==> config.mk <==
export PLATFORM = sky130hd
export DESIGN_NAME = imm_encoder
export DESIGN_NICKNAME = d
export VERILOG_FILES = /design/src/rtl/imm_encoder.sv
export SDC_FILE = /design/constraint.sdc
export NUM_CORES = 1
export LEC_CHECK = 0
export CORE_AREA = 2 2 121 123
export DETAILED_ROUTE_END_ITERATION = 16
export DIE_AREA = 0 0 123 125
export PLACE_DENSITY = 0.75
export RECOVER_POWER = 50
export SLEW_MARGIN = 0
export SYNTH_ARGS = -nofsm -noshare
export SYNTH_HDL_FRONTEND = slang
export SYNTH_SLANG_ARGS = --single-unit
==> constraint.sdc <==
create_clock -name clk -period 3.15 [get_ports clk]
set_input_delay 0.63 -clock clk [delete_from_list [all_inputs] [get_ports clk]]
set_output_delay 0.63 -clock clk [all_outputs]
set_load 0.02 [all_outputs]
==> src/rtl/imm_encoder.sv <==
// imm_encoder: two-stage streaming encoder that packs an immediate into an instruction word.
// Ports:
//   clk, rst_n            clock and asynchronous active-low reset
//   in_valid/in_ready     input handshake for {imm_src, imm, base}
//   imm_src, imm, base    immediate type, immediate value, base instruction
//   out_valid/out_ready   output handshake for {out_ins, out_err}
//   out_ins, out_err      encoded instruction and "not encodable" flag
//   enc_count, err_count  wrapping counts of drained words and drained errors
module imm_encoder #(
    parameter int CNT_W = 16
) (
    input  logic             clk,
    input  logic             rst_n,
    input  logic             in_valid,
    output logic             in_ready,
    input  logic [2:0]       imm_src,
    input  logic [31:0]      imm,
    input  logic [31:0]      base,
    output logic             out_valid,
    input  logic             out_ready,
    output logic [31:0]      out_ins,
    output logic             out_err,
    output logic [CNT_W-1:0] enc_count,
    output logic [CNT_W-1:0] err_count
);
    localparam logic [2:0] IMM_S = 3'd1, IMM_B = 3'd2, IMM_U = 3'd3, IMM_J = 3'd4;
    logic        s1_valid;
    logic [2:0]  s1_src;
    logic [31:0] s1_imm, s1_base;
    logic        adv, err, sx11, sx12, sx20;
    logic [31:0] mask, field;
    assign adv      = !out_valid | out_ready;
    assign in_ready = !s1_valid | adv;
    // Unrecognised type codes fall through to I-type in every ternary chain.
    always_comb begin
        sx11  = &s1_imm[31:11] | ~|s1_imm[31:11];
        sx12  = &s1_imm[31:12] | ~|s1_imm[31:12];
        sx20  = &s1_imm[31:20] | ~|s1_imm[31:20];
        mask  = (s1_src == IMM_S || s1_src == IMM_B) ? 32'hFE00_0F80 :
                (s1_src == IMM_U || s1_src == IMM_J) ? 32'hFFFF_F000 : 32'hFFF0_0000;
        field = (s1_src == IMM_S) ? {s1_imm[11:5], 13'b0, s1_imm[4:0], 7'b0} :
                (s1_src == IMM_B) ? {s1_imm[12], s1_imm[10:5], 13'b0, s1_imm[4:1], s1_imm[11], 7'b0} :
                (s1_src == IMM_U) ? {s1_imm[31:12], 12'b0} :
                (s1_src == IMM_J) ? {s1_imm[20], s1_imm[10:1], s1_imm[11], s1_imm[19:12], 12'b0} :
                                    {s1_imm[11:0], 20'b0};
        err   = (s1_src == IMM_B) ? (s1_imm[0] | !sx12) :
                (s1_src == IMM_U) ? (|s1_imm[11:0]) :
                (s1_src == IMM_J) ? (s1_imm[0] | !sx20) : !sx11;
    end
    always_ff @(posedge clk or negedge rst_n) begin
        if (!rst_n) begin
            s1_valid  <= 1'b0;
            s1_src    <= '0;
            s1_imm    <= '0;
            s1_base   <= '0;
            out_valid <= 1'b0;
            out_ins   <= '0;
            out_err   <= 1'b0;
            enc_count <= '0;
            err_count <= '0;
        end else begin
            if (in_ready) begin
                s1_valid <= in_valid;
                if (in_valid) begin
                    s1_src  <= imm_src;
                    s1_imm  <= imm;
                    s1_base <= base;
                end
            end
            if (adv) begin
                out_valid <= s1_valid;
                if (s1_valid) begin
                    out_ins <= (s1_base & ~mask) | (err ? 32'h0 : field);
                    out_err <= err;
                end
            end
            if (out_valid & out_ready) begin
                enc_count <= enc_count + CNT_W'(1);
                err_count <= err_count + CNT_W'(out_err);
            end
        end
    end
endmodule

Word-level counts from Yosys, hierarchy flattened
Cells that the tools add are included.

operators by class
  reductions and logical operators = 19
  add/subtract/negate cells = 2
  eq/ne operators = 4
  mux-type cells = 10
  bitwise gates (word level) = 11

operator list
  cell                                                  count
  two-way mux 32 bit                                    5
  bitwise AND 32 bit                                    1
  NOT 32 bit                                            1
  bitwise OR 32 bit                                     1
  two-way mux 25 bit                                    1
  OR reduction 12 bit                                   2
  AND reduction 21 bit                                  1
  OR reduction 21 bit                                   1
  two-way mux 20 bit                                    1
  AND reduction 20 bit                                  1
  OR reduction 20 bit                                   1
  adder 16 x 1 -> 16 bit                                1
  adder 16 x 1 -> 16 bit (second input constant)        1
  AND reduction 12 bit                                  1
  zero test 1 bit                                       8
  bitwise OR 1 bit                                      7
  equality test 3 x 2 -> 1 bit (second input constant)  2
  AND reduction 2 bit                                   2
  equality test 3 x 1 -> 1 bit (second input constant)  1
  equality test 3 bit (second input constant)           1
  two-way mux 1 bit                                     3
  logical OR 1 bit                                      2
  bitwise AND 1 bit                                     1

word-level totals
  input bits = 71
  output and inout bits = 67
  register bits = 134

Depth between registers and ports, before layout
  word-level depth = 10
  gate-level depth with buffers = 8
  gate-level depth less buffers = 6

Worst setup path before layout
OpenSTA, ideal clock, no wires.

  kind = input to register
  from = input out_ready
  to = register enc_count[10]
  arrival = 1.861 ns
  library setup time = 0.129 ns
  buffers on the path = 1
  stages = 7
  path slack = 1.160 ns
  data required time = 3.021 ns
  cells stage by stage = and2_1 -> clkbuf_1 -> nand4_1 -> or2_2 -> nor2_1 -> nand3_1 -> xnor2_1

on the way
  cells in the longest elaborated chain, start to end = 1

RTL lines
  what                  RTL line  source
  start, declared       20        input logic out_ready,
  bitwise AND 1 bit     77        if (out_valid & out_ready) begin
  end signal, assigned  78        enc_count <= enc_count + CNT_W'(1);
  end, declared         23        output logic [CNT_W-1:0] enc_count,

No other way between the ends.
A chain may end at the register's enable or synchronous reset.

Worst setup path after layout
  from = input out_ready
  to = output in_ready

on the way
  cells in the longest elaborated chain, start to end = 2

RTL lines
  what              RTL line  source
  bitwise OR 1 bit  32        assign adv = !out_valid | out_ready;
  bitwise OR 1 bit  33        assign in_ready = !s1_valid | adv;
  end, declared     15        output logic in_ready,

No other way between the ends.

==> metrics.cfg <==
[status]
violations=capacitance limit, slew limit
outcome=complete, but fails checks

[layout]
area_growth_pct=38.9
design_area_sq_um=7680
finalNonFillerCells=799
nNetsFinal=676
diodes=0
final_util_pct=54.1
layout-drive-gt1-share_pct=18.5

[cts]
htree_levels=4
cts.path.max_buffers=2
clk_latency_ns=0.41
clk_pin_slew_ns=0.06
cts_root_buf=clkbuf_16
cts_tree=yes
cts_hold_buffers=0
clkSinkCount=127
cts_resized=0
postCtsSetupRepairBufs=0
cts_buffers=17

[setup_path]
reg2reg_to=out_ins[17]$_DFFE_PN0P_
endpoint_kind=output port
worstPathRequired_ns=2.52
reg2regPathDepth=6
reg2reg_from=s1_src[2]$_DFFE_PN0P_
critPathLaunchType=input port
crit_type=input port to output port
reg2reg_slack_ns=0.65
worst-path-max-fanout=4
arrival_ns=2.05

[logic_synthesis]
synth_area_sq_um=5530
avgSynthCellArea_sq_um=11.8
synth_cell_types=37
synth-edff-count=0
synth_seq_area_share_pct=57.4
synth_ff_type=dfrtp_1
syn_nets=541
synth_top_area_cell=dfrtp_1
synthArstFlopShare_pct=100
synth_top_area_share_pct=57.4
ys.warnings.count=0
synthesis.instances=467
ys_ff_latch=127
synthTopCellsByArea=dfrtp_1 (57%), mux2_2 (13%), nand2_1 (4.3%), xnor2_1 (3.6%), and3_1 (2.4%)

[sta]
grt_setup_unrepaired=false
maxSlewViolCount=62
finalHoldViolCount=0
fin_crit_sh_pct=85.0
worst_pin_slew_ns=1.60
finClkSkew_ns=0.00868
fin_ws_ns=0.471
max_freq_mhz=373
maxSlewHeadroom_pct=-6.87
period_minus_slack_ns=2.68
fin_tns_setup_ns=0
setup_violations=0

[pwr]
vdd_ir_drop_max_uv=352
swShare_pct=27.8
p_switching_mw=1.49
p_seq_share_pct=39.9
power_frac_comb_pct=20.8
p_clk_share_pct=39.3
p_leak_nw=3.28
power.internal_mw=3.87
p_per_area_nw_per_um2=698

[placed_design]
dp_slack_ns=0.553
placed_area_sq_um=7060
gp_congestion=0.854
dp_cells=767
port_buffers=130
dp.final_hpwl_mm=9.35

[detailed_routing]
wl_per_cell_um=16.5
wirelength_mm=13.2
detail_route.first_pass.iterations=4
drtAntennaViolNets=0
vias_per_cell=5.08
vias=4062
drc_errors=0
drt_iter0_drc=225

[hold_path]
whs_endpoint=out_ins[1]$_DFFE_PN0P_
hp-start=s1_base[1]$_DFFE_PN0P_
hold_class=flop to flop
hold_depth=2

[floorplan]
die_area_sq_um=15400
die_w_um=123
io_pins=138
core_region_area_sq_um=14200
chipHeight_um=125
start_util_pct=39.0
rows=44

[global_route]
grt_pass1_wl_mm=22.1
grt_max_degree=63
gr-total-overflow=0
grt_usage_pct=18.6
grt_pass1_vias=4320
grt_antenna_before_repair=0

[job]
maxCapViolCount=1

[worst max-delay path by stage]
stage               from                         to  slack (ns)
3_3_place_gp   out_ready                   in_ready        0.60
4_1_cts        out_ready                   in_ready        0.54
6_report       out_ready                   in_ready        0.47
3_5_place_dp   out_ready                   in_ready        0.55
2_1_floorplan  out_ready  enc_count[10]$_DFFE_PN0P_        1.16
5_1_grt        out_ready                   in_ready        0.42
[final cells by class]
| class | count | area (sq um) |
|---|---|---|
| clock buffers | 22 | 484 |
| clock inverters | 10 | 158 |
| fillers | 1225 | 6520 |
| multi-input cells | 319 | 2270 |
| flip-flops and latches | 127 | 3180 |
| well taps | 184 | 230 |
| repair buffers | 137 | 1360 |
[registers in the layout, summed over array words and instances, names as in the netlist]
name / cells
out_valid: 1
s1_valid: 1
out_ins: 32
s1_src: 3
out_err: 1
s1_imm: 32
enc_count: 16
s1_base: 25
err_count: 16
[per-stage QoR]
step / hold WS (ns) / total power, mW
final: 0.464 / 5.36
after global routing: 0.480 / 5.62
after CTS: 0.336 / 5.42
after detailed placement: 0.449 / 3.29
after global placement: 0.442 / 3.23
after floorplan: 0.334 / 2.72
[cells by family (layout without fill, tap and decap cells)]
kind of cell / after synthesis / in the layout / share of synthesized area, %
simple gates: 161 / 161 / 14.6
buf+inv: 21 / 169 / 1.61
flops: 127 / 127 / 57.4
compound gates: 51 / 51 / 6.13
fa+ha+maj: 3 / 3 / 0.678
xor+xnor: 30 / 30 / 4.75
mux: 74 / 74 / 14.8
[Yosys cell counts (3+ instances only)]
cell and number:
a21oi_1 21, and3_1 21, buf_1 6, clkbuf_1 12, dfrtp_1 127, ha_1 3, mux2_2 62, mux2i_1 12
nand2_1 64, nand2b_1 4, nand3_1 21, nand4_1 13, nor2_1 13, nor3_1 4, nor4_1 6, o21ai_0 14
o31ai_1 5, o31ai_2 7, xnor2_1 23, xor2_1 7
[critical path, cell delays in order]
cell             delay [ns]
dlygate4sd3_1          0.60
nand3b_1               0.19
clkdlybuf4s50_1        0.63
[metal layers]
layer,wire (um),global-route usage (%),share of wire [%],up-vias
met5,0,0,0,-
met4,172,5.41,1.3,0
li1,-,-,-,1928
met3,606,5.34,4.6,17
met2,6640,30.6,50,104
met1,5790,23.7,44,2013
[power groups by stage]
stage	clock [mW]	combinational [mW]	sequential [mW]
after floorplan	0	0.447	2.27
after global placement	0	1.09	2.14
after detailed placement	0	1.12	2.16
after CTS	2.14	1.13	2.14
after global routing	2.22	1.22	2.18
final	2.10	1.11	2.14
[layout by cell type (no fill, tap or decap), drive strengths merged, types with 2 or more instances in the layout]
master         netlist  layout
clkinvlp             0       3
nor4                 6       6
o21ai               14      14
o31ai               12      12
nand4               13      13
or2                  2       2
buf                  7       5
a21oi               21      21
xor2                 7       7
clkinv               0       3
ha                   3       3
and3                21      21
nor2b                2       2
dfrtp              127     127
mux2i               12      12
bufinv               0       4
clkbuf              14      25
clkdlybuf4s50        0     128
xnor2               23      23
nor2                13      13
nor3                 5       5
mux2                62      62
nand2               64      64
and2                 3       3
nand3b               2       2
nand3               21      21
or4                  2       2
nand2b               4       4
Power figures use the tool's default switching activity.
